## src/rtl/led_shift_pkg.sv

```systemverilog
// Shared encodings and default compare limits for the LED shift controller.
package led_shift_pkg;

  typedef enum logic [1:0] {
    MODE_ROT_L = 2'b00,
    MODE_ROT_R = 2'b01,
    MODE_PING  = 2'b10,
    MODE_FLASH = 2'b11
  } mode_e;

  typedef enum logic {
    DIR_UP   = 1'b0,
    DIR_DOWN = 1'b1
  } dir_e;

  localparam logic [31:0] LIMIT0_DEFAULT = 32'd4194303;
  localparam logic [31:0] LIMIT1_DEFAULT = 32'd8388607;
  localparam logic [31:0] LIMIT2_DEFAULT = 32'd16777215;
  localparam logic [31:0] LIMIT3_DEFAULT = 32'd33554431;

endpackage

```

## src/rtl/sync_2ff.sv

```systemverilog
// Two-flop synchronizer for slow switch buses; synchronous active-low reset clears both stages.
module sync_2ff #(
  parameter int unsigned WIDTH = 1
) (
  input  logic             clock,
  input  logic             i_reset,
  input  logic [WIDTH-1:0] i_data,
  output logic [WIDTH-1:0] o_data
);

  logic [WIDTH-1:0] meta;
  logic [WIDTH-1:0] sync;

  always_ff @(posedge clock) begin
    if (!i_reset) begin
      meta <= '0;
      sync <= '0;
    end else begin
      meta <= i_data;
      sync <= meta;
    end
  end

  assign o_data = sync;

endmodule

```

## src/rtl/led_shift_ctrl.sv

```systemverilog
// Counter-limit comparator driving a one-cycle compare-reset pulse and an LED pattern engine.
// Define LED_SHIFT_SYNC_EN to pass the switch inputs through 2-flop synchronizers.
module led_shift_ctrl
  import led_shift_pkg::*;
#(
  parameter int unsigned           DATA_WIDTH = 32,
  parameter int unsigned           N_LEDS     = 4,
  parameter logic [DATA_WIDTH-1:0] LIMIT0     = DATA_WIDTH'(LIMIT0_DEFAULT),
  parameter logic [DATA_WIDTH-1:0] LIMIT1     = DATA_WIDTH'(LIMIT1_DEFAULT),
  parameter logic [DATA_WIDTH-1:0] LIMIT2     = DATA_WIDTH'(LIMIT2_DEFAULT),
  parameter logic [DATA_WIDTH-1:0] LIMIT3     = DATA_WIDTH'(LIMIT3_DEFAULT)
) (
  input  logic                  clock,
  input  logic                  i_reset,
  input  logic [DATA_WIDTH-1:0] i_count_data,
  input  logic [1:0]            i_sel_limit,
  input  logic [1:0]            i_mode,
  output logic                  o_comp_reset,
  output logic [N_LEDS-1:0]     o_led
);

  localparam logic [N_LEDS-1:0] LED_LSB = {{(N_LEDS-1){1'b0}}, 1'b1};
  localparam logic [N_LEDS-1:0] LED_MSB = {1'b1, {(N_LEDS-1){1'b0}}};

  logic [1:0]            sel_eff;
  logic [1:0]            mode_raw;
  mode_e                 mode_eff;
  logic [DATA_WIDTH-1:0] limit;
  logic                  hit;

  logic                  comp_reset_reg;
  logic [N_LEDS-1:0]     led_reg;
  logic [N_LEDS-1:0]     led_next;
  mode_e                 mode_reg;
  mode_e                 mode_next;
  dir_e                  dir_reg;
  dir_e                  dir_next;

`ifdef LED_SHIFT_SYNC_EN
  sync_2ff #(
    .WIDTH (2)
  ) u_sync_sel (
    .clock   (clock),
    .i_reset (i_reset),
    .i_data  (i_sel_limit),
    .o_data  (sel_eff)
  );

  sync_2ff #(
    .WIDTH (2)
  ) u_sync_mode (
    .clock   (clock),
    .i_reset (i_reset),
    .i_data  (i_mode),
    .o_data  (mode_raw)
  );
`else
  assign sel_eff  = i_sel_limit;
  assign mode_raw = i_mode;
`endif

  assign mode_eff = mode_e'(mode_raw);

  always_comb begin
    limit = LIMIT0;
    unique case (sel_eff)
      2'd0: limit = LIMIT0;
      2'd1: limit = LIMIT1;
      2'd2: limit = LIMIT2;
      2'd3: limit = LIMIT3;
    endcase
  end

  // >= rather than == so that lowering the limit below the live count still fires.
  assign hit = (i_count_data >= limit) && !comp_reset_reg;

  function automatic logic [N_LEDS-1:0] init_pattern(mode_e m);
    unique case (m)
      MODE_ROT_L: init_pattern = LED_LSB;
      MODE_ROT_R: init_pattern = LED_MSB;
      MODE_PING:  init_pattern = LED_LSB;
      MODE_FLASH: init_pattern = '1;
    endcase
  endfunction

  always_comb begin
    led_next  = led_reg;
    mode_next = mode_reg;
    dir_next  = dir_reg;
    if (hit) begin
      if (mode_eff != mode_reg) begin
        mode_next = mode_eff;
        dir_next  = DIR_UP;
        led_next  = init_pattern(mode_eff);
      end else begin
        unique case (mode_reg)
          MODE_ROT_L: led_next = {led_reg[N_LEDS-2:0], led_reg[N_LEDS-1]};
          MODE_ROT_R: led_next = {led_reg[0], led_reg[N_LEDS-1:1]};
          MODE_PING: begin
            // Turn around on the tick that leaves an end, so no end LED is lit twice in a row.
            if (dir_reg == DIR_UP) begin
              if (led_reg[N_LEDS-1]) begin
                dir_next = DIR_DOWN;
                led_next = led_reg >> 1;
              end else begin
                led_next = led_reg << 1;
              end
            end else begin
              if (led_reg[0]) begin
                dir_next = DIR_UP;
                led_next = led_reg << 1;
              end else begin
                led_next = led_reg >> 1;
              end
            end
          end
          MODE_FLASH: led_next = ~led_reg;
        endcase
      end
    end
  end

  always_ff @(posedge clock) begin
    if (!i_reset) begin
      comp_reset_reg <= 1'b0;
      led_reg        <= LED_LSB;
      mode_reg       <= MODE_ROT_L;
      dir_reg        <= DIR_UP;
    end else begin
      comp_reset_reg <= hit;
      led_reg        <= led_next;
      mode_reg       <= mode_next;
      dir_reg        <= dir_next;
    end
  end

  assign o_comp_reset = comp_reset_reg;
  assign o_led        = led_reg;

endmodule

```

## config.mk

```make
export PLATFORM = sky130hd
export DESIGN_NAME = led_shift_ctrl
export DESIGN_NICKNAME = d
export VERILOG_FILES = /design/src/rtl/led_shift_pkg.sv /design/src/rtl/sync_2ff.sv /design/src/rtl/led_shift_ctrl.sv
export SDC_FILE = /design/constraint.sdc
export NUM_CORES = 1
export LEC_CHECK = 0
export BUFFER_PORTS_ARGS = -buffer_cell sky130_fd_sc_hd__buf_4
export CORE_ASPECT_RATIO = 1.2
export CORE_MARGIN = 4
export CORE_UTILIZATION = 40
export CTS_CLUSTER_DIAMETER = 120
export CTS_CLUSTER_SIZE = 20
export DETAILED_ROUTE_END_ITERATION = 16
export PLACE_DENSITY_LB_ADDON = 0.3
export SLEW_MARGIN = 20
export SYNTH_ARGS = -nofsm -noshare
export SYNTH_HDL_FRONTEND = slang
export SYNTH_HIERARCHICAL = 1
export SYNTH_SLANG_ARGS = --single-unit
```

## constraint.sdc

```tcl
create_clock -name clock -period 3 [get_ports clock]
set_clock_uncertainty 0.2 [all_clocks]
set_input_delay 0.15 -clock clock [delete_from_list [all_inputs] [get_ports clock]]
set_output_delay 0.15 -clock clock [all_outputs]
set_load 0.01 [all_outputs]
```

---- After elaboration in Yosys (flattened, before gate mapping) ----
Cells that the tools add are included.
storage, ports and cells
  register bits after elaboration ......... 8
  bits of input ports ..................... 38
  output and inout bits ................... 5
  logic and storage cells ................. 37
cells by class
  order comparisons ....................... 1
  eq/ne operators ......................... 10
  mux-type cells .......................... 12
  bitwise logic cells ..................... 1
  reduce and logical (&&, ||, !) cells .... 9
operators by type and width
  kind                                                 count
  case mux 32 bit (4 select lines)                     1
  greater-or-equal comparator 32 bit                   1
  two-way mux 4 bit                                    4
  case mux 4 bit (4 select lines)                      1
  equality test 2 bit, second input constant           6
  case mux 4 bit (3 select lines)                      1
  equality test 2 x 1 -> 1 bit, second input constant  3
  zero test 2 bit                                      3
  two-way mux 1 bit                                    5
  NOT 4 bit                                            1
  AND reduction 2 bit                                  2
  inequality test 2 bit                                1
  nonzero test 2 bit                                   1
  OR reduction 2 bit                                   1
  logical AND 1 bit                                    1
  zero test 1 bit                                      1

---- Depth between registers and ports, before layout ----
  depth after elaboration ................. 5
  mapped depth ............................ 7

---- Worst setup path before layout ----
No wires, ideal clock.
  path kind ............................... input to register
  start ................................... input port i_sel_limit[0]
  end ..................................... register led_reg[0] (netlist: o_led[0])
  setup time .............................. 0.120 ns
  data arrival time ....................... 1.374 ns
  setup slack ............................. 1.306 ns
  stages on the path ...................... 7
  buffers on the path ..................... 0
  cells stage by stage .................... nand2_1 > ha_1 > nand4_1 > nor4_4 > a221o_2 > nand2_2 > a211o_1
on the way
  longest elaborated chain between the ends .. 4
  elaborated cells between the ends (all ways) .. 7
  classes of those cells .................. 1 x order compare; 3 x eq/ne; 1 x mux; 2 x reduce/logical
RTL lines
  item                                               line                   source
  start, declared                                    led_shift_ctrl.sv:16   input logic [1:0] i_sel_limit,
  equality test 2 bit, or another cell as far along  led_shift_ctrl.sv:66   unique case (sel_eff)
  case mux 32 bit (4 select lines) *                 led_shift_ctrl.sv:66
  greater-or-equal comparator 32 bit *               led_shift_ctrl.sv:75   assign hit = (i_count_data >= limit) && !comp_reset_reg;
  logical AND 1 bit *                                led_shift_ctrl.sv:75
  end signal, assigned                               led_shift_ctrl.sv:131  led_reg <= led_next;
  end, declared                                      led_shift_ctrl.sv:32   logic [N_LEDS-1:0] led_reg;
Mark *: on every way between the ends. The rest lies on a longest branch, timed or not. The select of a mux whose other input is x is not followed.
A chain may end at the register's enable or synchronous reset.

---- Worst setup path after layout ----
  start ................................... register mode_reg[1]
  end ..................................... register led_reg[0] (netlist: o_led[0])
on the way
  longest elaborated chain between the ends .. 3
  elaborated cells between the ends (all ways) .. 7
  classes of those cells .................. 4 x eq/ne; 2 x mux; 1 x reduce/logical
RTL lines
  item                                               line                   source
  start, declared                                    led_shift_ctrl.sv:34   mode_e mode_reg;
  start signal, assigned                             led_shift_ctrl.sv:132  mode_reg <= mode_next;
  equality test 2 bit, or another cell as far along  led_shift_ctrl.sv:96   unique case (mode_reg)
  case mux 4 bit (4 select lines)                    led_shift_ctrl.sv:96
  two-way mux 4 bit *                                led_shift_ctrl.sv:91   if (mode_eff != mode_reg) begin
Mark *: on every way between the ends. The rest lies on a longest branch, timed or not.

==> flow_summary.yaml <==
power:
  clkPwrFrac_pct: 24.7
  p_sw_share_pct: 32.1
  pwr_density_cell_nw_per_um2: 308
  p_comb_share_pct: 35.5
  power_switching_uw: 109
  design_power_total_uw: 341
  intPower_uw: 232
  p_leak_uw: 0.000519
  vdd_ir_drop_max_mv: 0.194
  seqPwrFrac_pct: 39.7
logic_synthesis:
  yosysSeqAreaShare_pct: 21.2
  synthFlopType: "sky130_fd_sc_hd__dfxtp_1"
  post_synth_num_cell_types: 39
  largest_family_of_logic_cells_by_synthesized_area: "compound AO/OA/AOI/OAI gates"
  synthAdderAreaFrac_pct: 4.98
  synth_cells: 100
  synth_compound_area_share_pct: 35.7
  postSynth.asyncResetShare_pct: 0
  syn_area_um2: 754
  synth_warnings: 6
  synth.avg_cell_area_um2: 7.54
  net_count_of_the_mapped_netlist: 141
  postSynthRegisterBits: 8
  synth-edff-count: 0
  synth-xor-area-share_pct: 1.16
  post_synth_and_or_nand_nor_area_fraction_pct: 30.8
  yosys-mux-area-fraction_pct: 0
timing:
  grt_setup_unrepaired: "false"
  worst-slew-pin-transition_ns: 0.510
  whs_ns: 0.0104
  final.setup.tns_ns: 0
  setup_violations: 0
  timing.final.hold_violations: 0
  relSlewSlack_pct: 65.9
  final_max_slew_viol_count: 0
  post-route-min-period_ns: 1.81
  fmax_achieved_ghz: 0.553
  min_period_over_period_pct: 60.2
floorplanning:
  fp-row-count: 16
  floorplan.die.width_um: 47.6
  pin_count: 43
  core_region_area_um2: 1700
  die_height_um: 55.6
  initial_core_util_pct: 44.3
  die_area_um2: 2650
critical_path:
  timing.critical_path.required_ns: 3.01
  critPathSlowestCell: "sky130_fd_sc_hd__dfxtp_1"
  crit_path_arrival_time_ns: 1.82
  crit_path_start_kind: "register"
  timing.critical_path.fanout_max: 16
  delay_of_the_slowest_critical_path_stage_ns: 0.63
  timing.critical_path.cells: "nor2_1 > a21oi_1 > o32ai_1 > a2111oi_1 > a211o_1"
  worst_setup_path_end_kind: "register"
  worst-setup-path-type: "reg -> reg"
routing:
  vias: 954
  wire_per_inst_um: 15.4
  drt-pass1-iter-count: 4
  post-route-drc-count: 0
  drt.antenna.violating_nets: 0
  finalWirelength_um: 2460
  first_iter_violations: 26
  vias_per_cell: 5.96
global_route:
  grt_antenna_before_repair: 0
  grt_pass1_vias: 970
  global_route_wire_length_before_repair_um: 3980
  most_crowded_layer_gr: "met2"
  grtUsageMet2_pct: 32.4
  grt_overflow: 0
  global_route.usage.met3_pct: 5.18
  grtUsageMet1_pct: 23.4
  grt_start_max_net_pins: 17
  overall_track_demand_over_capacity_in_global_routing_pct: 19.7
layout:
  nets: 185
  layout-area-overhead-vs-synth_pct: 46.6
  post_route_cells_drive_above_1_share_pct: 38.0
  largest_register_ffs: 4
  final_cells: 160
  diodes: 0
clock_network:
  tritoncts_num_sinks: 8
  cts_clk_pin_slew_worst_paths_ns: 0.06
  cts_tree: "yes"
  cts_inserted_buffers: 3
  h-tree-depth: 1
  clk-insertion-delay-late_ns: 0.26
  root_buffer: "sky130_fd_sc_hd__clkbuf_4"
  clock_tree.buffer_depth: 2
place:
  dp_hpwl_um: 1990
  port_buffer_cells: 42
  routability_congestion_estimate: 0.937
  placedCellCount: 156
status:
  result_of_the_run: "finished clean"
hold_path:
  worst_hold_check_path_type: "in -> reg"
job:
  cap_viol_max_count: 0
-- area by class of cell --
type	instances	area, um^2
inverters	7	27.5
well taps	18	22.5
fillers	145	596
flip-flops and latches	8	160
repair buffers	43	325
multi-input cells	81	548
clock buffers	3	22.5
-- cells in the final DEF (no fill, tap or decap) --
cell	n
sky130_fd_sc_hd__buf_4	42
sky130_fd_sc_hd__a21oi_1	12
sky130_fd_sc_hd__o21ai_0	8
sky130_fd_sc_hd__dfxtp_1	8
sky130_fd_sc_hd__nand2_1	5
sky130_fd_sc_hd__nor2_1	5
sky130_fd_sc_hd__inv_1	5
sky130_fd_sc_hd__nand4_1	4
sky130_fd_sc_hd__nand3_1	4
sky130_fd_sc_hd__nand2b_1	4
sky130_fd_sc_hd__nor3_1	3
sky130_fd_sc_hd__a211oi_1	3
sky130_fd_sc_hd__ha_1	3
sky130_fd_sc_hd__clkbuf_4	3
sky130_fd_sc_hd__a21o_1	2
sky130_fd_sc_hd__nand2_2	2
sky130_fd_sc_hd__nor4_1	2
sky130_fd_sc_hd__and2_1	2
sky130_fd_sc_hd__a32oi_1	2
sky130_fd_sc_hd__and3b_1	2
sky130_fd_sc_hd__nand3b_1	2
sky130_fd_sc_hd__clkinv_2	1
sky130_fd_sc_hd__nand4_2	1
sky130_fd_sc_hd__nor4_4	1
sky130_fd_sc_hd__a221o_2	1
sky130_fd_sc_hd__a221oi_2	1
sky130_fd_sc_hd__a31o_2	1
sky130_fd_sc_hd__and3_1	1
sky130_fd_sc_hd__a21boi_1	1
sky130_fd_sc_hd__xnor2_1	1
sky130_fd_sc_hd__o221a_1	1
sky130_fd_sc_hd__o31ai_1	1
sky130_fd_sc_hd__inv_2	1
sky130_fd_sc_hd__o22a_1	1
sky130_fd_sc_hd__a31oi_1	1
sky130_fd_sc_hd__a21bo_1	1
sky130_fd_sc_hd__o32ai_1	1
sky130_fd_sc_hd__a2111oi_1	1
sky130_fd_sc_hd__a211o_1	1
sky130_fd_sc_hd__dlygate4sd3_1	1
-- metal layers --
metal	up-vias	wire length, um
met5	-	0
li1	468	-
met4	0	29
met2	44	1260
met3	6	221
met1	436	943
-- Yosys cell counts, drive strengths merged (2+ instances only) --
cell type   n  share of area [%]
a32oi       2                2.3
and2        2                1.7
buf         3                2.0
nand2       7                4.1
nand3b      2                2.0
nor4        3                4.5
and3b       2                2.3
nand3       4                2.7
o21ai       8                5.3
nand2b      4                3.3
nor2        5                2.5
a211oi      3                3.0
ha          3                5.0
inv         6                3.0
nand4       5                5.0
a21oi      12                8.0
dfxtp       8                 21
a21o        2                2.0
nor3        3                2.0
-- kinds of logic after synthesis --
logic type               after synthesis
AO/OA/AOI/OAI                         39
XOR/XNOR                               1
buffers and inverters                 11
flip-flops                             8
adder cells (fa/ha/maj)                3
AND/OR/NAND/NOR                       38
-- power groups by stage --
stage               Combinational [uW]  Sequential [uW]  Clock (uW)
global route                       133              137        89.6
finish                             121              136        84.4
global placement                   115              136           0
CTS                                122              135        83.5
floorplan                         62.0              131           0
detailed placement                 120              136           0
-- final timing paths --
kind | from | endpoint | slack, ns | cells after the start
max | mode_reg[1]$_SDFFE_PN0P_ | o_led[0]$_SDFFE_PN1P_ | 1.19 | 5
min | i_mode[0] | mode_reg[0]$_SDFFE_PN0P_ | 0.01 | 3
max reg2reg | mode_reg[1]$_SDFFE_PN0P_ | o_led[0]$_SDFFE_PN1P_ | 1.19 | 5
min reg2reg | o_led[2]$_SDFFE_PN0P_ | o_led[2]$_SDFFE_PN0P_ | 0.40 | 2
-- critical path: cells and delay by family, from the launching register on --
| kind | cells | cell delay, ns |
|---|---|---|
| compound gates | 4 | 0.77 |
| flops | 1 | 0.63 |
| simple gates | 1 | 0.15 |
-- metrics by stage --
step                utilization (%)  cell area (um^2)  setup slack, ns
finish                         65.0              1110             1.19
global route                   65.0              1110             1.06
CTS                            65.0              1110             1.19
detailed placement             63.1              1070             1.08
global placement               63.1              1070             1.13
floorplan                         -               754             1.31
-- repair_timing --
item | CTS | global route
hold buffers | 1 | 0
endpoints found under the hold margin | 1 | 0
resized for setup | 0 | 0
setup buffers | 0 | 0
No activity file was read; power rests on OpenSTA's default activity.
